==> config.mk <==
export PLATFORM = sky130hd
export DESIGN_NAME = ps2_key_rx
export DESIGN_NICKNAME = d
export VERILOG_FILES = /design/src/rtl/ps2_key_rx.sv
export SDC_FILE = /design/constraint.sdc
export NUM_CORES = 1
export LEC_CHECK = 0
export CORE_ASPECT_RATIO = 1.4
export CORE_MARGIN = 1.5
export CORE_UTILIZATION = 53
export CTS_CLUSTER_DIAMETER = 120
export DETAILED_ROUTE_END_ITERATION = 7
export PLACE_DENSITY = 0.75
export SKIP_LAST_GASP = 1
export SLEW_MARGIN = 20
export SYNTH_ARGS = -nofsm -noshare
export SYNTH_HDL_FRONTEND = slang
export SYNTH_SLANG_ARGS = --single-unit
==> constraint.sdc <==
create_clock -name clk_sys -period 1.7 [get_ports clk_sys]
set_input_delay 0.34 -clock clk_sys [delete_from_list [all_inputs] [get_ports clk_sys]]
set_output_delay 0.34 -clock clk_sys [all_outputs]
set_load 0.05 [all_outputs]
==> src/rtl/ps2_key_rx.sv <==
// PS/2 keyboard receiver: filtered device clock, 11-bit frame capture, E0/F0/E1 prefix decode.
// Optional PS2_PARITY_CHECK_EN rejects frames with bad odd parity; by default parity is ignored.
`timescale 1ns/1ps
module ps2_key_rx #(
    parameter int FILT_LEN = 8,
    parameter int TIMEOUT  = 24000
) (
    input  logic        clk_sys,
    input  logic        reset_n,
    input  logic        ps2_clk_in,
    input  logic        ps2_dat_in,
    output logic [10:0] ps2_key,
    output logic        frame_err
);
    // state   | meaning
    // IDLE    | no prefix pending
    // EXT     | E0 seen, next code is extended
    // REL     | F0 seen, next code is a release
    // EXT_REL | E0 F0 seen, next code is an extended release
    typedef enum logic [1:0] {ST_IDLE, ST_EXT, ST_REL, ST_EXT_REL} state_t;

    localparam int FW = (FILT_LEN > 1) ? $clog2(FILT_LEN) : 1;
    localparam int TW = (TIMEOUT > 1) ? $clog2(TIMEOUT) : 1;

    logic          r_clk_s1, r_clk_s2, r_dat_s1, r_dat_s2;
    logic          r_clk_filt;
    logic [FW-1:0] r_filt_cnt;
    logic [TW-1:0] r_to_cnt;
    logic [3:0]    r_bit_cnt;
    logic [7:0]    r_shift;
    logic          r_frame_err, r_byte_valid;
    logic [2:0]    r_pause;
    logic [10:0]   r_key;
    state_t        r_state;
    state_t        w_state_nxt;
    logic [2:0]    w_pause_nxt;
    logic          w_fall, w_par_bad, w_emit, w_ext, w_rel;

    always_ff @(posedge clk_sys or negedge reset_n) begin
        if (!reset_n) begin
            r_clk_s1 <= 1'b1;
            r_clk_s2 <= 1'b1;
            r_dat_s1 <= 1'b1;
            r_dat_s2 <= 1'b1;
        end else begin
            r_clk_s1 <= ps2_clk_in;
            r_clk_s2 <= r_clk_s1;
            r_dat_s1 <= ps2_dat_in;
            r_dat_s2 <= r_dat_s1;
        end
    end

    // Down-counter reloads whenever the input agrees with the filtered level.
    always_ff @(posedge clk_sys or negedge reset_n) begin
        if (!reset_n) begin
            r_clk_filt <= 1'b1;
            r_filt_cnt <= FW'(FILT_LEN - 1);
        end else if (r_clk_s2 == r_clk_filt) begin
            r_filt_cnt <= FW'(FILT_LEN - 1);
        end else if (r_filt_cnt == '0) begin
            r_clk_filt <= r_clk_s2;
            r_filt_cnt <= FW'(FILT_LEN - 1);
        end else begin
            r_filt_cnt <= r_filt_cnt - 1'b1;
        end
    end

    assign w_fall = r_clk_filt & ~r_clk_s2 & (r_filt_cnt == '0);

`ifdef PS2_PARITY_CHECK_EN
    logic r_par;
    assign w_par_bad = ~(^{r_shift, r_par});
`else
    assign w_par_bad = 1'b0;
`endif

    always_ff @(posedge clk_sys or negedge reset_n) begin
        if (!reset_n) begin
            r_bit_cnt    <= '0;
            r_shift      <= '0;
            r_to_cnt     <= TW'(TIMEOUT - 1);
            r_frame_err  <= 1'b0;
            r_byte_valid <= 1'b0;
`ifdef PS2_PARITY_CHECK_EN
            r_par        <= 1'b0;
`endif
        end else begin
            r_frame_err  <= 1'b0;
            r_byte_valid <= 1'b0;
            if (w_fall) begin
                r_to_cnt <= TW'(TIMEOUT - 1);
                if (r_bit_cnt == 4'd0) begin
                    if (r_dat_s2) r_frame_err <= 1'b1;
                    else          r_bit_cnt   <= 4'd1;
                end else if (r_bit_cnt <= 4'd8) begin
                    r_shift   <= {r_dat_s2, r_shift[7:1]};
                    r_bit_cnt <= r_bit_cnt + 4'd1;
                end else if (r_bit_cnt == 4'd9) begin
`ifdef PS2_PARITY_CHECK_EN
                    r_par <= r_dat_s2;
`endif
                    r_bit_cnt <= 4'd10;
                end else begin
                    r_bit_cnt <= 4'd0;
                    if (!r_dat_s2 || w_par_bad) r_frame_err  <= 1'b1;
                    else                        r_byte_valid <= 1'b1;
                end
            end else if (r_bit_cnt != 4'd0) begin
                if (r_to_cnt == '0) begin
                    r_frame_err <= 1'b1;
                    r_bit_cnt   <= 4'd0;
                end else begin
                    r_to_cnt <= r_to_cnt - 1'b1;
                end
            end
        end
    end

    always_ff @(posedge clk_sys or negedge reset_n) begin
        if (!reset_n) begin
            r_state <= ST_IDLE;
            r_pause <= '0;
            r_key   <= '0;
        end else begin
            r_state <= w_state_nxt;
            r_pause <= w_pause_nxt;
            if (w_emit) r_key <= {~r_key[10], ~w_rel, w_ext, r_shift};
        end
    end

    always_comb begin
        w_state_nxt = r_state;
        w_pause_nxt = r_pause;
        w_emit      = 1'b0;
        w_ext       = 1'b0;
        w_rel       = 1'b0;
        if (r_frame_err) begin
            w_state_nxt = ST_IDLE;
            w_pause_nxt = '0;
        end else if (r_byte_valid) begin
            if (r_pause != 3'd0) begin
                w_pause_nxt = r_pause - 3'd1;
            end else begin
                case (r_state)
                    ST_IDLE: begin
                        if (r_shift == 8'hE0)      w_state_nxt = ST_EXT;
                        else if (r_shift == 8'hF0) w_state_nxt = ST_REL;
                        else if (r_shift == 8'hE1) w_pause_nxt = 3'd7;
                        else                       w_emit      = 1'b1;
                    end
                    ST_EXT: begin
                        if (r_shift == 8'hF0)      w_state_nxt = ST_EXT_REL;
                        else if (r_shift != 8'hE0) begin
                            w_emit = 1'b1;
                            w_ext  = 1'b1;
                        end
                    end
                    ST_REL: begin
                        if (r_shift != 8'hF0 && r_shift != 8'hE0) begin
                            w_emit = 1'b1;
                            w_rel  = 1'b1;
                        end
                    end
                    default: begin
                        if (r_shift != 8'hF0 && r_shift != 8'hE0) begin
                            w_emit = 1'b1;
                            w_ext  = 1'b1;
                            w_rel  = 1'b1;
                        end
                    end
                endcase
                if (w_emit) w_state_nxt = ST_IDLE;
            end
        end
    end

    assign ps2_key   = r_key;
    assign frame_err = r_frame_err;
endmodule

==> metrics.csv <==
metric,value,unit
fin_util,0.685,
path_clk_slew,0.10,ns
drive_above_1_share,0.423,
clockRootBuffer,clkbuf_8,
antenna_found_initial,0,
violations,negative setup slack,
hp-start,r_dat_s1$_DFF_PN1_,
gr-usage-all-layers,0.205,
path_class,reg -> reg,
worst_pin_slew,0.438,ns
avgSynthCellArea,11.2,um2
grt_pass1_wl,8760,um
maxCapViolCount,0,
hold_path_class,reg -> reg,
placed_cell_area,0.00307,mm2
grt_pass1_vias,1972,
worst_ep_arrival_time,2.03,ns
holdPathEnd,r_dat_s2$_DFF_PN1_,
pin_count,16,
dr.pass1.iters,4,
ir_worst_vdd,0.445,mV
setup_viol,4,
ctsHtreeMaxLevel,2,
tritoncts,built,
drt-total-wl,5180,um
synth-edff-count,0,
final_nets,293,
r2r_cells,6,
dp.cells,333,
slew_viol_final,0,
crit_path_start_kind,flop,
wire_per_inst,15.0,um
finalClockSkew,0.0108,ns
fin_cells,345,
die_h,86.3,um
dieArea,0.00539,mm2
syn_nets,248,
vias,1977,
min_period,1.77,ns
clock_path_buffers,2,
insertion_delay,0.31,ns
cellPowerDensity,689,mW/mm2
place.gp.congestion,0.792,
ys_top_cells_by_count,"33 x dfrtp_1, 20 x dfstp_2, 18 x mux2_2, 14 x inv_1, 14 x nand2_1",
grt_setup_unrepaired,yes,
fill_cells,364,
cts.sinks,53,
critPathMaxFanout,7,
ys_types,53,
r2r_slack,-0.07,ns
ant_nets,0,
yosysWarnings,0,
cpPeakStageDelay,0.55,ns
synth-seq-area-share,0.515,
synth-seq-cells,53,
worstPathCellList,inv_2 -> ha_4 -> nor3b_4 -> a41o_4 -> or4_1 -> nand3_1,
core,0.00480,mm2
synthCells,235,
outcome,"finished, violations left",
post-dp-hpwl,3580,um
start_util,0.547,
syn-cell-area,0.00263,mm2
syn_to_final_growth,25.2,%
yosys-top-cells-area,"dfrtp_1 31%, dfstp_2 20%, mux2_2 7.7%, ha_1 4.3%, a21oi_1 2.1%",
die_w,62.5,um
slew_headroom,0.706,
critPathCaptureType,flop,
drc,0,
synthMostInstantiatedCell,dfrtp_1,
viasPerCell,5.73,
fp-row-count,30,
layout_setup_ws,-0.0750,ns
r2r-start,r_to_cnt[0]$_DFFE_PN1P_,
finalPower,2.27,mW
grt_max_degree,41,
synth_top_area_frac,0.314,
drtIter0Drc,98,
crit_slowest_cell,dfstp_2,
finalCritPeriodShare,1.04,
total_leakage_power,1.56,nW
numPortBuffers,15,
synth_area_leader_cell,dfrtp_1,
r2r-end,r_to_cnt[10]$_DFFE_PN1P_,
crit_required,1.96,ns
synth_top_flop_cell,dfrtp_1,
numCtsBuffers,5,
clock.fmax,563,MHz
whs_path_depth,0,
grt_overflow,0,
synth_async_sr_flop_share,1.00,
n_antenna_cell,0,
hold_violations,0,
design_area,0.00329,mm2
-- area by class of cell --
cell class | count | area (um2) | area share
clock buffer | 5 | 68.8 | 0.0209
multi-input combinational | 159 | 1330 | 0.404
timing repair buffer | 47 | 383 | 0.116
clock inverter | 3 | 25.0 | 0.00761
tap | 64 | 80.1 | 0.0243
sequential | 53 | 1350 | 0.411
inverter | 14 | 52.6 | 0.0160
-- critical path, delay by kind of cell (launching register included) --
family	cells	cell delay (ns)
simple gates	3	0.74
fa+ha+maj	1	0.15
buf+inv	1	0.05
compound gates	1	0.24
flops	1	0.55
-- layer usage --
layer  vias up  track usage  wire length, um
met5         -            0                0
met4         0        0.101              106
met3        10       0.0403              156
met2        38        0.345             2670
met1       970        0.252             2250
li1        959            -                -
-- worst max path at each step --
stage	start	endpoint	slack [ns]	cells past startpoint
finish	r_to_cnt[0]$_DFFE_PN1P_	r_to_cnt[10]$_DFFE_PN1P_	-0.07	6
global route	r_to_cnt[13]$_DFFE_PN0P_	r_bit_cnt[3]$_DFFE_PN0P_	-0.13	5
CTS	r_to_cnt[0]$_DFFE_PN1P_	r_to_cnt[10]$_DFFE_PN1P_	-0.1	6
detailed placement	r_to_cnt[0]$_DFFE_PN1P_	r_to_cnt[10]$_DFFE_PN1P_	-0.08	6
global placement	r_to_cnt[0]$_DFFE_PN1P_	r_to_cnt[10]$_DFFE_PN1P_	-0.04	6
floorplan	r_bit_cnt[0]$_DFFE_PN0P_	r_shift[0]$_DFFE_PN0P_	-0.06	6
-- placed cells by master, fill, tap and decap left out, types with 2 or more instances in the layout --
cell | synthesis | layout
a21oi_1 | 11 | 11
a311oi_1 | 2 | 2
a31oi_1 | 5 | 5
and3_1 | 4 | 4
buf_12 | 0 | 2
buf_4 | 1 | 41
clkbuf_8 | 0 | 5
clkdlybuf4s50_1 | 0 | 2
dfrtp_1 | 33 | 33
dfstp_2 | 20 | 20
ha_1 | 9 | 6
ha_4 | 0 | 3
inv_1 | 14 | 8
inv_2 | 0 | 6
inv_6 | 0 | 2
mux2_2 | 18 | 10
mux2_4 | 0 | 8
mux2i_1 | 3 | 3
nand2_1 | 14 | 11
nand2_2 | 0 | 3
nand2b_1 | 5 | 5
nand3_1 | 10 | 9
nand3b_1 | 4 | 4
nor2_1 | 6 | 6
nor3_1 | 7 | 7
nor3b_1 | 2 | 2
nor4_2 | 1 | 2
nor4_4 | 1 | 2
o211ai_1 | 3 | 3
o21a_1 | 2 | 2
o21ai_0 | 9 | 8
o21ai_1 | 1 | 2
o31ai_1 | 4 | 3
o41ai_1 | 3 | 3
or2_2 | 2 | 2
or3_1 | 3 | 3
or4_1 | 2 | 2
xor2_1 | 2 | 2
-- cells by family after synthesis --
family                   Yosys count  share of synthesized area
XOR/XNOR                           2                    0.00667
AND/OR/NAND/NOR                   77                      0.182
buffers and inverters             23                     0.0362
adder cells (fa/ha/maj)            9                     0.0429
flip-flops                        53                      0.515
AO/OA/AOI/OAI                     50                      0.129
multiplexers                      21                     0.0886
-- stage by stage --
step           setup WS, ns  hold WS (ns)  TNS (ns)
2_1_floorplan       -0.0605        0.0444    -0.382
5_1_grt              -0.134         0.365     -1.30
6_report            -0.0750         0.361    -0.105
4_1_cts             -0.0958         0.363    -0.245
3_3_place_gp        -0.0357         0.265   -0.0365
3_5_place_dp        -0.0763         0.268    -0.115
-- power by group --
part | switching, mW | internal (mW)
Sequential | 0.0186 | 1.32
Clock | 0.439 | 0.301
Combinational | 0.110 | 0.0836
Total | 0.568 | 1.70
-- what timing repair did --
item | CTS | global route
endpoints found under the setup margin | 11 | 33
hold buffers | 1 | 0
resized for setup | 2 | 19
setup buffers | 1 | 2
hold endpoints to repair | 5 | 0
pin swaps | 2 | 4
-- sequential cells by signal, summed over array words and instances (netlist names) --
| register | count |
|---|---|
| r_to_cnt | 15 |
| ps2_key | 11 |
| r_shift | 8 |
| r_bit_cnt | 4 |
| r_filt_cnt | 3 |
| r_pause | 3 |
| r_state | 2 |
| frame_err | 1 |
| r_byte_valid | 1 |
| r_clk_filt | 1 |
| r_clk_s1 | 1 |
| r_clk_s2 | 1 |
| r_dat_s1 | 1 |
| r_dat_s2 | 1 |
Note: power is estimated with default switching activity, not from simulation.
